File: config.mk
export PLATFORM = sky130hd
export DESIGN_NAME = mov_ctrl
export DESIGN_NICKNAME = d
export VERILOG_FILES = /design/src/rtl/mov_ctrl.sv
export SDC_FILE = /design/constraint.sdc
export NUM_CORES = 1
export LEC_CHECK = 0
export BUFFER_PORTS_ARGS = -buffer_cell sky130_fd_sc_hd__buf_2
export CAP_MARGIN = 20
export CORE_MARGIN = 2
export CORE_UTILIZATION = 44
export CTS_BUF_LIST = sky130_fd_sc_hd__clkbuf_16
export DETAILED_ROUTE_END_ITERATION = 10
export PLACE_DENSITY = 0.75
export SLEW_MARGIN = 20
export SYNTH_ARGS = -nofsm -noshare
export SYNTH_HDL_FRONTEND = slang
export SYNTH_SLANG_ARGS = --single-unit
File: constraint.sdc
create_clock -name clk -period 1.7 [get_ports clk]
set_clock_uncertainty 0.2 [all_clocks]
set_input_delay 0.17 -clock clk [delete_from_list [all_inputs] [get_ports clk]]
set_output_delay 0.17 -clock clk [all_outputs]
set_load 0.03 [all_outputs]
File: src/rtl/mov_ctrl.sv
// Row-buffer to temp-register move sequencer: reads CNT words and loads them one at a time
// into temp register DST, yielding to PIM compute. Optional command checking: MOV_CTRL_ERR_EN.
module mov_ctrl #(
  parameter int N    = 10,
  parameter int NREG = 4,
  parameter int AW   = 6,
  parameter int CW   = 6,
  localparam int DW  = (NREG > 1) ? $clog2(NREG) : 1
) (
  input  logic            clk,
  input  logic            rst,
  input  logic            cmd_valid,
  output logic            cmd_ready,
  input  logic [AW-1:0]   cmd_src,
  input  logic [DW-1:0]   cmd_dst,
  input  logic [CW-1:0]   cmd_len,
  input  logic            pim_busy,
  output logic            rd_en,
  output logic [AW-1:0]   rd_addr,
  input  logic [N-1:0]    rd_data,
  output logic [N-1:0]    MOV_in,
  output logic [NREG-1:0] Mov_load,
  output logic            done,
  output logic            err
);

  typedef enum logic [2:0] {
    S_IDLE,
    S_READ,
    S_WAIT,
    S_LOAD,
    S_DONE,
    S_ERR
  } state_t;

  state_t          state_reg;
  logic [AW-1:0]   addr_reg;
  logic [DW-1:0]   dst_reg;
  logic [CW-1:0]   rem_reg;
  logic [N-1:0]    mov_in_reg;
  logic            cmd_ready_reg;
  logic            done_reg;
  logic            err_reg;
  logic            cmd_bad;
  logic            load_fire;

`ifdef MOV_CTRL_ERR_EN
  localparam int SW    = ((AW > CW) ? AW : CW) + 1;
  localparam int DEPTH = 2 ** AW;

  logic [NREG-1:0] cmd_dst_hit;
  logic [SW-1:0]   cmd_end;

  for (genvar gi = 0; gi < NREG; gi++) begin : g_dst_hit
    assign cmd_dst_hit[gi] = (cmd_dst == DW'(gi));
  end

  // One past the last word touched; equal to DEPTH is still in range.
  assign cmd_end = SW'(cmd_src) + SW'(cmd_len);
  assign cmd_bad = (cmd_end > SW'(DEPTH)) || (cmd_dst_hit == '0);
`else
  assign cmd_bad = 1'b0;
`endif

  always_ff @(posedge clk) begin
    if (rst) begin
      state_reg     <= S_IDLE;
      addr_reg      <= '0;
      dst_reg       <= '0;
      rem_reg       <= '0;
      mov_in_reg    <= '0;
      cmd_ready_reg <= 1'b1;
      done_reg      <= 1'b0;
      err_reg       <= 1'b0;
    end else begin
      done_reg <= 1'b0;
      err_reg  <= 1'b0;
      case (state_reg)
        S_IDLE: begin
          if (cmd_valid) begin
            addr_reg      <= cmd_src;
            dst_reg       <= cmd_dst;
            rem_reg       <= cmd_len;
            cmd_ready_reg <= 1'b0;
            if (cmd_bad) begin
              state_reg <= S_ERR;
              err_reg   <= 1'b1;
            end else if (cmd_len == '0) begin
              state_reg <= S_DONE;
              done_reg  <= 1'b1;
            end else begin
              state_reg <= S_READ;
            end
          end
        end
        S_READ: begin
          if (!pim_busy) state_reg <= S_WAIT;
        end
        S_WAIT: begin
          mov_in_reg <= rd_data;
          state_reg  <= S_LOAD;
        end
        S_LOAD: begin
          // A stalled load keeps mov_in_reg untouched, so no word is lost.
          if (!pim_busy) begin
            addr_reg <= addr_reg + AW'(1);
            rem_reg  <= rem_reg - CW'(1);
            if (rem_reg == CW'(1)) begin
              state_reg <= S_DONE;
              done_reg  <= 1'b1;
            end else begin
              state_reg <= S_READ;
            end
          end
        end
        S_DONE, S_ERR: begin
          state_reg     <= S_IDLE;
          cmd_ready_reg <= 1'b1;
        end
        default: begin
          state_reg     <= S_IDLE;
          cmd_ready_reg <= 1'b1;
        end
      endcase
    end
  end

  // Strobes see pim_busy in the same cycle so a Mov_load never collides with PIM_load.
  assign load_fire = (state_reg == S_LOAD) && !pim_busy;
  assign rd_en     = (state_reg == S_READ) && !pim_busy;
  assign rd_addr   = addr_reg;
  assign MOV_in    = mov_in_reg;
  assign cmd_ready = cmd_ready_reg;
  assign done      = done_reg;
  assign err       = err_reg;

  // An index with no matching register simply decodes to no strobe.
  for (genvar gi = 0; gi < NREG; gi++) begin : g_load
    assign Mov_load[gi] = load_fire && (dst_reg == DW'(gi));
  end

endmodule

==> results of run 1 <==
power breakdown:
part	internal [uW]	total, uW	switching (uW)	leakage [uW]
sequential	761	834	73.9	0.000238
clock	527	825	297	0.0000687
combinational	302	682	380	0.000671
total	1590	2340	751	0.000978
area by class of cell:
type / instances / area (um2) / share of cell area [%]
Tap cell: 46 / 57.6 / 2.57
Inverter: 4 / 15.0 / 0.670
Multi-Input combinational cell: 141 / 852 / 38.0
Clock inverter: 3 / 12.5 / 0.558
Clock buffer: 5 / 125 / 5.58
Sequential cell: 29 / 584 / 26.1
Timing Repair Buffer: 83 / 594 / 26.5
layout by cell type, fill, tap and decap left out, types with 4 or more instances in the layout:
cell type / Yosys / routed
buf_2: 2 / 45
nand2_1: 31 / 31
dfxtp_1: 29 / 26
buf_4: 3 / 19
a21oi_1: 18 / 17
dlygate4sd3_1: 0 / 14
nor2_1: 12 / 12
o21ai_1: 6 / 9
and2_1: 6 / 6
nand3_1: 6 / 6
clkbuf_16: 0 / 5
inv_1: 4 / 4
nor3_1: 5 / 4
o21ai_0: 7 / 4
tightest hold or removal path: cells and delay by family:
family / cells / cell delay (ns)
buf+inv: 1 / 0.11
simple gates: 1 / 0.06
compound gates: 1 / 0.11
worst max-delay path by stage:
stage	depth (start not counted)	startpoint	slack [ns]	endpoint
6_report	5	state_reg[2]	-0.04	Mov_load[2]
5_1_grt	5	state_reg[2]	-0.1	Mov_load[2]
3_3_place_gp	5	cmd_len[4]	-0.02	state_reg[0]
3_5_place_dp	5	cmd_len[4]	-0.06	state_reg[0]
4_1_cts	4	state_reg[2]	-0.01	Mov_load[1]
2_1_floorplan	4	state_reg[2]	-0.13	Mov_load[0]
kinds of logic after synthesis:
logic type	after synthesis	share of synthesized area (%)
AO/OA/AOI/OAI	49	20.2
XOR/XNOR	2	1.18
adder cells (fa/ha/maj)	3	2.53
buffers and inverters	17	5.23
flip-flops	29	39.2
multiplexers	2	1.35
other	1	0.253
AND/OR/NAND/NOR	84	30.1
per-layer routing:
layer | wire [um] | global-route usage [%]
met1 | 1770 | 26.4
met4 | 61 | 10.0
met5 | 0 | 0
met2 | 2060 | 37.9
met3 | 327 | 7.87
through the flow:
step | utilization (%) | TNS (ns) | power, uW
final | 68.2 | -0.0915 | 2340
after global routing | 68.2 | -0.489 | 2470
after CTS | 67.8 | -0.0311 | 2340
after detailed placement | 56.8 | -0.0551 | 1460
after global placement | 56.8 | -0.0153 | 1450
after floorplan | - | -0.131 | 1240
repair_timing:
item / CTS / global route
setup endpoints to repair: 5 / 14
gates cloned: 1 / 0
buffers inserted: 3 / 0
resized for setup: 11 / 8
pin swaps: 0 / 3
hold buffers: 14 / 0
endpoints found under the hold margin: 14 / 0
==> qor.txt, run 1 <==
Placed Instances: 285
gr usage total: 22.8%
final net count: 295
MaxCap Viol Count: 0
Setup crit start kind: flip-flop
reg2reg end: rd_addr[4]
initial antenna violation count: 0
Slowest-stage cell, CP: dfxtp_2
count leader, synth: nand2_1
drt drc: 0
Area growth, synth to finish: 51.1%
Ports: 52
Critical Path AT: 1.37 ns
Vias: 1627
Die W: 62.1 um
share of the synthesized area in the top cell type: 39.2%
ys flop type: dfxtp_1
worst r2r path cells: 5
Cells after Synth: 187
RSZ-0062 raised after global routing: yes
Tmin final: 1.74 ns
starting density of the core: 45.1%
Syn Area/Cell: 7.93 um2
Synth Cell Area: 0.00148 mm2
power per cell area: 1040 mW/mm2
Max clock buf depth: 2
setup slack, reg-to-reg: 0.06 ns
Design Area, Final: 0.00224 mm2
antenna cells: 0
Post-synth EDFFs: 0
vias in the first global route: 1437
CORE AREA: 0.00328 mm2
final WL: 4220 um
Die Footprint: 0.00385 mm2
dpl hpwl: 2570 um
DRT iter0 DRCs: 113
LEAKAGE: 0.000978 uW
Sink Count: 29
Top Family by Delay on Critical Path: simple AND/OR/NAND/NOR gates
CP Cell Sequence: and4bb_4, buf_6, nand2_1, nor2_1, buf_4
status: finished with violations
final hold vios: 0
Distinct cells, synth: 45
first-pass GRT wire length: 6320 um
Yosys Warn Count: 0
Post-synth ARST share: 0%
fillcell total: 262
vias per cell: 5.23
CTS root buf: clkbuf_16
area leader, netlist: dfxtp_1
sequential area share after synthesis: 39.2%
share of layout cells above drive strength 1: 32.5%
fin cells: 311
clk slew on worst S/H paths: 0.05 ns
CP bufs+invs: 2
Setup crit end kind: primary output
synth top area cells: dfxtp_1 (39%), nand2_1 (7.8%), a21oi_1 (6.1%)
worst-skew pair later-pin latency: 0.27 ns
period utilization: 102%
Setup-failing EPs final: 4
Port Buffers: 50
Setup CP Type: reg2out
Final ANT Viol Nets: 0
CTS tree: built
post-place instance area: 0.00186 mm2
Peak Freq: 0.576 GHz
crit path max fanout: 4
wire per inst: 13.6 um
Final GP Congestion: 0.838
hold depth: 3
Rows: 21
Hold Path End: cmd_ready
CP required: 1.33 ns
Peak VDD IR: 0.631 mV
Hold WS: 0.00624 ns
pin count of the biggest net entering global routing: 20
syn_nets: 218
R2R Path Start: state_reg[2]
worst setup margin: -0.0367 ns
Synth top cells by count: nand2_1 (31), dfxtp_1 (29), a21oi_1 (18)
Place WS: -0.0551 ns
GRT overflow: 0
H-tree Lvls: 2
min-delay worst type: in2reg
Final Slew Violations: 0
failing checks: negative setup slack
CTS Buf Count: 5
max FFs per register: 10
hold path start: cmd_valid
Die Ht: 62.1 um
drt pass-1 iters: 4
Yosys reg bits: 29
Max stage delay on crit path: 0.34 ns
No activity file was read; power rests on OpenSTA's default activity.
==> run 2: changes to the inputs <==
--- a/config.mk
+++ b/config.mk
@@ -8,10 +8,9 @@
 export BUFFER_PORTS_ARGS = -buffer_cell sky130_fd_sc_hd__buf_2
 export CAP_MARGIN = 20
 export CORE_MARGIN = 2
-export CORE_UTILIZATION = 44
+export CORE_UTILIZATION = 30
 export CTS_BUF_LIST = sky130_fd_sc_hd__clkbuf_16
 export DETAILED_ROUTE_END_ITERATION = 10
-export PLACE_DENSITY = 0.75
 export SLEW_MARGIN = 20
 export SYNTH_ARGS = -nofsm -noshare
 export SYNTH_HDL_FRONTEND = slang
==> run 2 against run 1 <==
Net effect: the run now ends clean; setup slack better by 0.049 ns; global-route usage down 7.8 points; total power up 5.8%; core utilization down 20 points; non-clock buffer count down 1; wire length down 7.9%; clock power up 17%; sequential power about the same; largest cell class unchanged.
==> qor.txt, run 2 (synthesis gave the netlist of run 1 again) <==
CORE AREA: 0.00475 mm2 (was 0.00328 mm2)
Critical Path AT: 1.32 ns (was 1.37 ns)
Setup crit start kind: flip-flop (unchanged)
register share of total power: 33.7% (was 35.6%)
MaxCap Viol Count: 0 (unchanged)
FF+latch area: 587 um2 (was 584 um2)
DRT iter0 DRCs: 44 (was 113)
reg2reg end: rd_addr[0] (was rd_addr[4])
Peak VDD IR: 0.611 mV (was 0.631 mV)
most frequent cells in the layout: buf_2 (45), nand2_1 (31), dfxtp_1 (26), a21oi_1 (18), buf_4 (18) (was buf_2 (45), nand2_1 (31), dfxtp_1 (26), buf_4 (19), a21oi_1 (17))
Ports: 52 (unchanged)
post-place instance area: 0.00190 mm2 (was 0.00186 mm2)
Peak Freq: 0.593 GHz (was 0.576 GHz)
Final GP Congestion: 0.789 (was 0.838)
first-pass GRT wire length: 6370 um (was 6320 um)
Rows: 25 (was 21)
H-tree Lvls: 2 (unchanged)
wire per inst: 11.7 um (was 13.6 um)
CTS tree: built (unchanged)
drt drc: 0 (unchanged)
footprint of the multi-input gates: 852 um2 (unchanged)
met2 WL: 1710 um (was 2060 um)
R2R Path Start: state_reg[2] (unchanged)
dpl hpwl: 2740 um (was 2570 um)
max FFs per register: 10 (unchanged)
gr usage total: 15.0% (was 22.8%)
final net count: 294 (was 295)
Tmin final: 1.69 ns (was 1.74 ns)
Final Slew Violations: 0 (unchanged)
initial antenna violation count: 0 (unchanged)
worst-skew pair later-pin latency: 0.27 ns (about the same)
vias in the first global route: 1414 (was 1437)
worst setup margin: 0.0125 ns (was -0.0367 ns)
most common cell after layout, fill and taps aside: buf_2 (unchanged)
Die Footprint: 0.00552 mm2 (was 0.00385 mm2)
LEAKAGE: 0.000988 uW (was 0.000978 uW)
crit path max fanout: 4 (unchanged)
switching share of power: 29.5% (was 32.1%)
Final ANT Viol Nets: 0 (unchanged)
combinational share of power: 27.3% (was 29.1%)
Setup-failing EPs final: 0 (was 4)
setup slack, reg-to-reg: 0.02 ns (was 0.06 ns)
CP required: 1.33 ns (about the same)
pin count of the biggest net entering global routing: 19 (was 20)
power per cell area: 1080 mW/mm2 (was 1040 mW/mm2)
worst r2r path cells: 5 (unchanged)
Power Total: 2480 uW (was 2340 uW)
RSZ-0062 raised after global routing: yes (unchanged)
crit path from: state_reg[2] (unchanged)
clk slew on worst S/H paths: 0.05 ns (about the same)
starting density of the core: 31.2% (was 45.1%)
Critical Path End: Mov_load[0] (was Mov_load[2])
Design Area, Final: 0.00229 mm2 (was 0.00224 mm2)
period utilization: 99.3% (was 102%)
drt pass-1 iters: 4 (unchanged)
Clock power frac: 39.1% (was 35.2%)
Setup crit end kind: primary output (unchanged)
highest metal used: met4 (unchanged)
Area growth, synth to finish: 54.3% (was 51.1%)
M1 wire length: 1870 um (was 1770 um)
Port Buffers: 50 (unchanged)
status: finished, final reports clean (was finished with violations)
Place WS: -0.0472 ns (was -0.0551 ns)
antenna cells: 0 (unchanged)
total internal power: 1750 uW (was 1590 uW)
fillcell total: 486 (was 262)
Sw Pwr: 732 uW (was 751 uW)
min-delay worst type: in2reg (unchanged)
CTS Buf Count: 5 (unchanged)
Sink Count: 29 (unchanged)
Setup CP Type: reg2out (unchanged)
CTS root buf: clkbuf_16 (unchanged)
Detail Route met3 WL: 276 um (was 327 um)
vias per cell: 4.75 (was 5.23)
GRT overflow: 0 (unchanged)
final hold vios: 0 (unchanged)
Die Ht: 74.3 um (was 62.1 um)
final WL: 3890 um (was 4220 um)
share of layout cells above drive strength 1: 31.4% (was 32.5%)
Vias: 1572 (was 1627)
Die W: 74.3 um (was 62.1 um)
Max clock buf depth: 2 (unchanged)
## run 2: how the worst min path moves through the flow
| stage | startpoint | endpoint | slack (ns) | cells after the start |
|---|---|---|---|---|
| 2_1_floorplan | rd_data[0] | MOV_in[0] | 0.11 | 2 |
| 3_3_place_gp | cmd_dst[1] | dst_reg[1] | 0.20 | 3 |
| 3_5_place_dp | cmd_dst[1] | dst_reg[1] | 0.21 | 3 |
| 4_1_cts | cmd_valid | cmd_ready | 0.005 | 3 |
| 5_1_grt | cmd_valid | cmd_ready | 0.02 | 3 |
| 6_report | cmd_valid | cmd_ready | 0.008 | 3 |
## run 2: worst max-delay path: stages, from the launching register on
cell      delay (ns)
dfxtp_4         0.36
nand3b_1        0.22
buf_12          0.16
nor4_4          0.14
buf_6           0.17
## run 2: area by class of cell
| type | count | area share (%) |
|---|---|---|
| Clock buffer | 5 | 5.47 |
| Clock inverter | 3 | 1.64 |
| Inverter | 4 | 0.656 |
| Multi-Input combinational cell | 141 | 37.3 |
| Sequential cell | 29 | 25.7 |
| Tap cell | 67 | 3.67 |
| Timing Repair Buffer | 82 | 25.7 |
## run 2: metrics by stage
step | TNS, ns | instances | hold slack, ns | util (%)
2_1_floorplan | -0.131 | 187 | 0.106 | -
3_3_place_gp | -0.0268 | 307 | 0.204 | 39.9
3_5_place_dp | -0.0472 | 307 | 0.212 | 39.9
4_1_cts | -0.00462 | 331 | 0.00539 | 47.9
5_1_grt | -0.146 | 331 | 0.0199 | 48.1
6_report | 0 | 331 | 0.00781 | 48.1
## run 2: routing by layer
| layer | vias up | global-route usage [%] |
|---|---|---|
| met4 | 0 | 3.57 |
| li1 | 817 | - |
| met5 | - | 0 |
| met2 | 60 | 24.7 |
| met3 | 3 | 4.88 |
| met1 | 692 | 19.2 |
## run 2: power groups by stage
stage | Combinational [uW] | Sequential (uW) | Clock, uW
2_1_floorplan | 326 | 912 | 0
3_3_place_gp | 624 | 843 | 0
3_5_place_dp | 625 | 843 | 0
4_1_cts | 670 | 832 | 994
5_1_grt | 744 | 847 | 1030
6_report | 675 | 834 | 969
## run 2: timing repair
action | CTS | global route
pin swaps | 0 | 1
resized for setup | 12 | 7
hold buffers | 14 | 0
hold endpoints to repair | 14 | 0
setup buffers | 2 | 0
setup endpoints to repair | 4 | 9
cloned | 1 | 0
==> run 3: changes to the inputs <==
--- a/config.mk
+++ b/config.mk
@@ -6,8 +6,8 @@
 export NUM_CORES = 1
 export LEC_CHECK = 0
 export BUFFER_PORTS_ARGS = -buffer_cell sky130_fd_sc_hd__buf_2
-export CAP_MARGIN = 20
-export CORE_MARGIN = 2
+export CAP_MARGIN = 10
+export CORE_ASPECT_RATIO = 1.1
 export CORE_UTILIZATION = 30
 export CTS_BUF_LIST = sky130_fd_sc_hd__clkbuf_16
 export DETAILED_ROUTE_END_ITERATION = 10
==> run 3 against run 2 <==
Net effect: the run now ends with negative setup slack left; cell count shrank 2.4%; clock power shrank 19%; sequential share of layout area grew 0.28 points; clock-buffer cell count is the same; via count grew 2.1%; combinational power grew 1%; total power shrank 6.6%; cell area shrank 0.22%; non-clock buffer count grew 3; worst hold slack gained 0.0021 ns; largest cell class unchanged; largest power group is now registers.
==> qor.txt, run 3 (synthesis gave the netlist of run 1 again) <==
status: finished with violations (was finished, final reports clean)
failing checks: negative setup slack
Peak Freq: 0.562 GHz (was 0.593 GHz)
CP required: 1.33 ns (about the same)
worst-skew pair later-pin latency: 0.27 ns (about the same)
Place WS: -0.0544 ns (was -0.0472 ns)
initial antenna violation count: 0 (unchanged)
RSZ-0062 raised after global routing: yes (unchanged)
setup slack, reg-to-reg: 0.05 ns (was 0.02 ns)
Ports: 52 (unchanged)
Layout Utilization: 48.7% (was 48.1%)
MaxCap Viol Count: 0 (unchanged)
antenna cells: 0 (unchanged)
CTS root buf: clkbuf_16 (unchanged)
Max clock buf depth: 2 (unchanged)
most frequent cells in the layout: buf_2 (45), nand2_1 (30), dfxtp_1 (26), a21oi_1 (18), buf_4 (18) (was buf_2 (45), nand2_1 (31), dfxtp_1 (26), a21oi_1 (18), buf_4 (18))
most common cell after layout, fill and taps aside: buf_2 (unchanged)
final hold vios: 0 (unchanged)
vias in the first global route: 1422 (was 1414)
Top Family by Delay on Critical Path: simple AND/OR/NAND/NOR gates (was flip-flops)
DRT iter0 DRCs: 55 (was 44)
Setup crit end kind: primary output (unchanged)
Sink Count: 29 (unchanged)
Final GP Congestion: 0.778 (was 0.789)
Die Footprint: 0.00523 mm2 (was 0.00552 mm2)
crit-path most repeated cell: buf_6
Peak VDD IR: 0.452 mV (was 0.611 mV)
worst setup margin: -0.0791 ns (was 0.0125 ns)
Port Buffers: 50 (unchanged)
Max stage delay on crit path: 0.35 ns (was 0.36 ns)
crit path max fanout: 4 (unchanged)
GRT overflow: 0 (unchanged)
fillcell total: 458 (was 486)
Final ANT Viol Nets: 0 (unchanged)
Rows: 26 (was 25)
power per cell area: 1010 mW/mm2 (was 1080 mW/mm2)
H-tree Lvls: 2 (unchanged)
CP bufs+invs: 2 (unchanged)
starting density of the core: 31.7% (was 31.2%)
final net count: 297 (was 294)
Die W: 69.0 um (was 74.3 um)
max FFs per register: 10 (unchanged)
Tmin final: 1.78 ns (was 1.69 ns)
LEAKAGE: 0.000998 uW (was 0.000988 uW)
Critical Path AT: 1.41 ns (was 1.32 ns)
gr usage total: 15.8% (was 15.0%)
CTS tree: built (unchanged)
share of layout cells above drive strength 1: 33.3% (was 31.4%)
Area growth, synth to finish: 53.9% (was 54.3%)
min-delay worst type: in2reg (unchanged)
CP Cell Sequence: and4bb_4, buf_6, nand2_4, nor2_2, buf_6 (was nand3b_1, buf_12, nor4_4, buf_6)
vias per cell: 4.97 (was 4.75)
Die Ht: 75.7 um (was 74.3 um)
wire per inst: 12.3 um (was 11.7 um)
drt drc: 0 (unchanged)
Setup CP Type: reg2out (unchanged)
CORE AREA: 0.00468 mm2 (was 0.00475 mm2)
final WL: 3980 um (was 3890 um)
Final Slew Violations: 0 (unchanged)
dpl hpwl: 2720 um (was 2740 um)
Vias: 1605 (was 1572)
pin count of the biggest net entering global routing: 20 (was 19)
Setup-failing EPs final: 3 (was 0)
drt pass-1 iters: 4 (unchanged)
clk slew on worst S/H paths: 0.05 ns (about the same)
Slowest-stage cell, CP: dfxtp_4 (unchanged)
period utilization: 105% (was 99.3%)
CTS Buf Count: 5 (unchanged)
first-pass GRT wire length: 6570 um (was 6370 um)
Setup crit start kind: flip-flop (unchanged)
-- run 3: changes by cell type in the layout (fill, tap and decap cells not counted), sizes merged --
cell    delta
inv        +2
bufbuf     -1
buf        +4
bufinv     -1
clkinv     -1
-- run 3: metrics by stage --
step	hold WS [ns]	TNS (ns)	std cells	total power, uW	area [um2]
2_1_floorplan	0.106	-0.131	187	1240	1490
3_3_place_gp	0.205	-0.0414	297	1460	1890
3_5_place_dp	0.220	-0.0544	297	1460	1890
4_1_cts	0.00113	-0.0891	320	2320	2220
5_1_grt	0.00959	-0.339	323	2460	2280
6_report	0.00991	-0.155	323	2310	2280
-- run 3: worst paths after layout --
check                              endpoint    startpoint  cells past startpoint
worst max-delay path            Mov_load[2]  state_reg[2]                      5
worst max register to register   rem_reg[3]  state_reg[2]                      5
worst min-delay path              cmd_ready     cmd_valid                      3
worst min register to register    MOV_in[4]     MOV_in[4]                      2
-- run 3: worst min-delay path: cells and delay by family --
kind,cells,cell delay (ns)
buf+inv,1,0.12
compound gates,1,0.10
simple gates,1,0.05
-- run 3: repair_timing --
item,in CTS,in global routing
endpoints found under the hold margin,14,0
resized for setup,16,12
setup buffers,2,3
pin swaps,1,6
setup endpoints to repair,5,14
hold buffers,14,0
-- run 3: area by class of cell --
cell class	count	area (um2)	share of cell area [%]
multi-input combinational	141	870	38.1
clock buffer	5	125	5.48
clock inverter	3	11.3	0.493
tap	56	70.1	3.07
sequential	29	592	25.9
inverter	4	15.0	0.658
timing repair buffer	85	599	26.3
-- run 3: power breakdown --
group | internal [uW] | switching [uW]
sequential | 762 | 81.1
combinational | 310 | 374
clock | 522 | 266
-- run 3: per-layer routing --
layer / track usage [%] / vias up / part of all wire (%)
li1: - / 828 / -
met1: 18.9 / 716 / 45
met2: 27.8 / 54 / 49
met3: 3.44 / 7 / 4.9
met4: 6.80 / 0 / 1.5
met5: 0 / - / 0
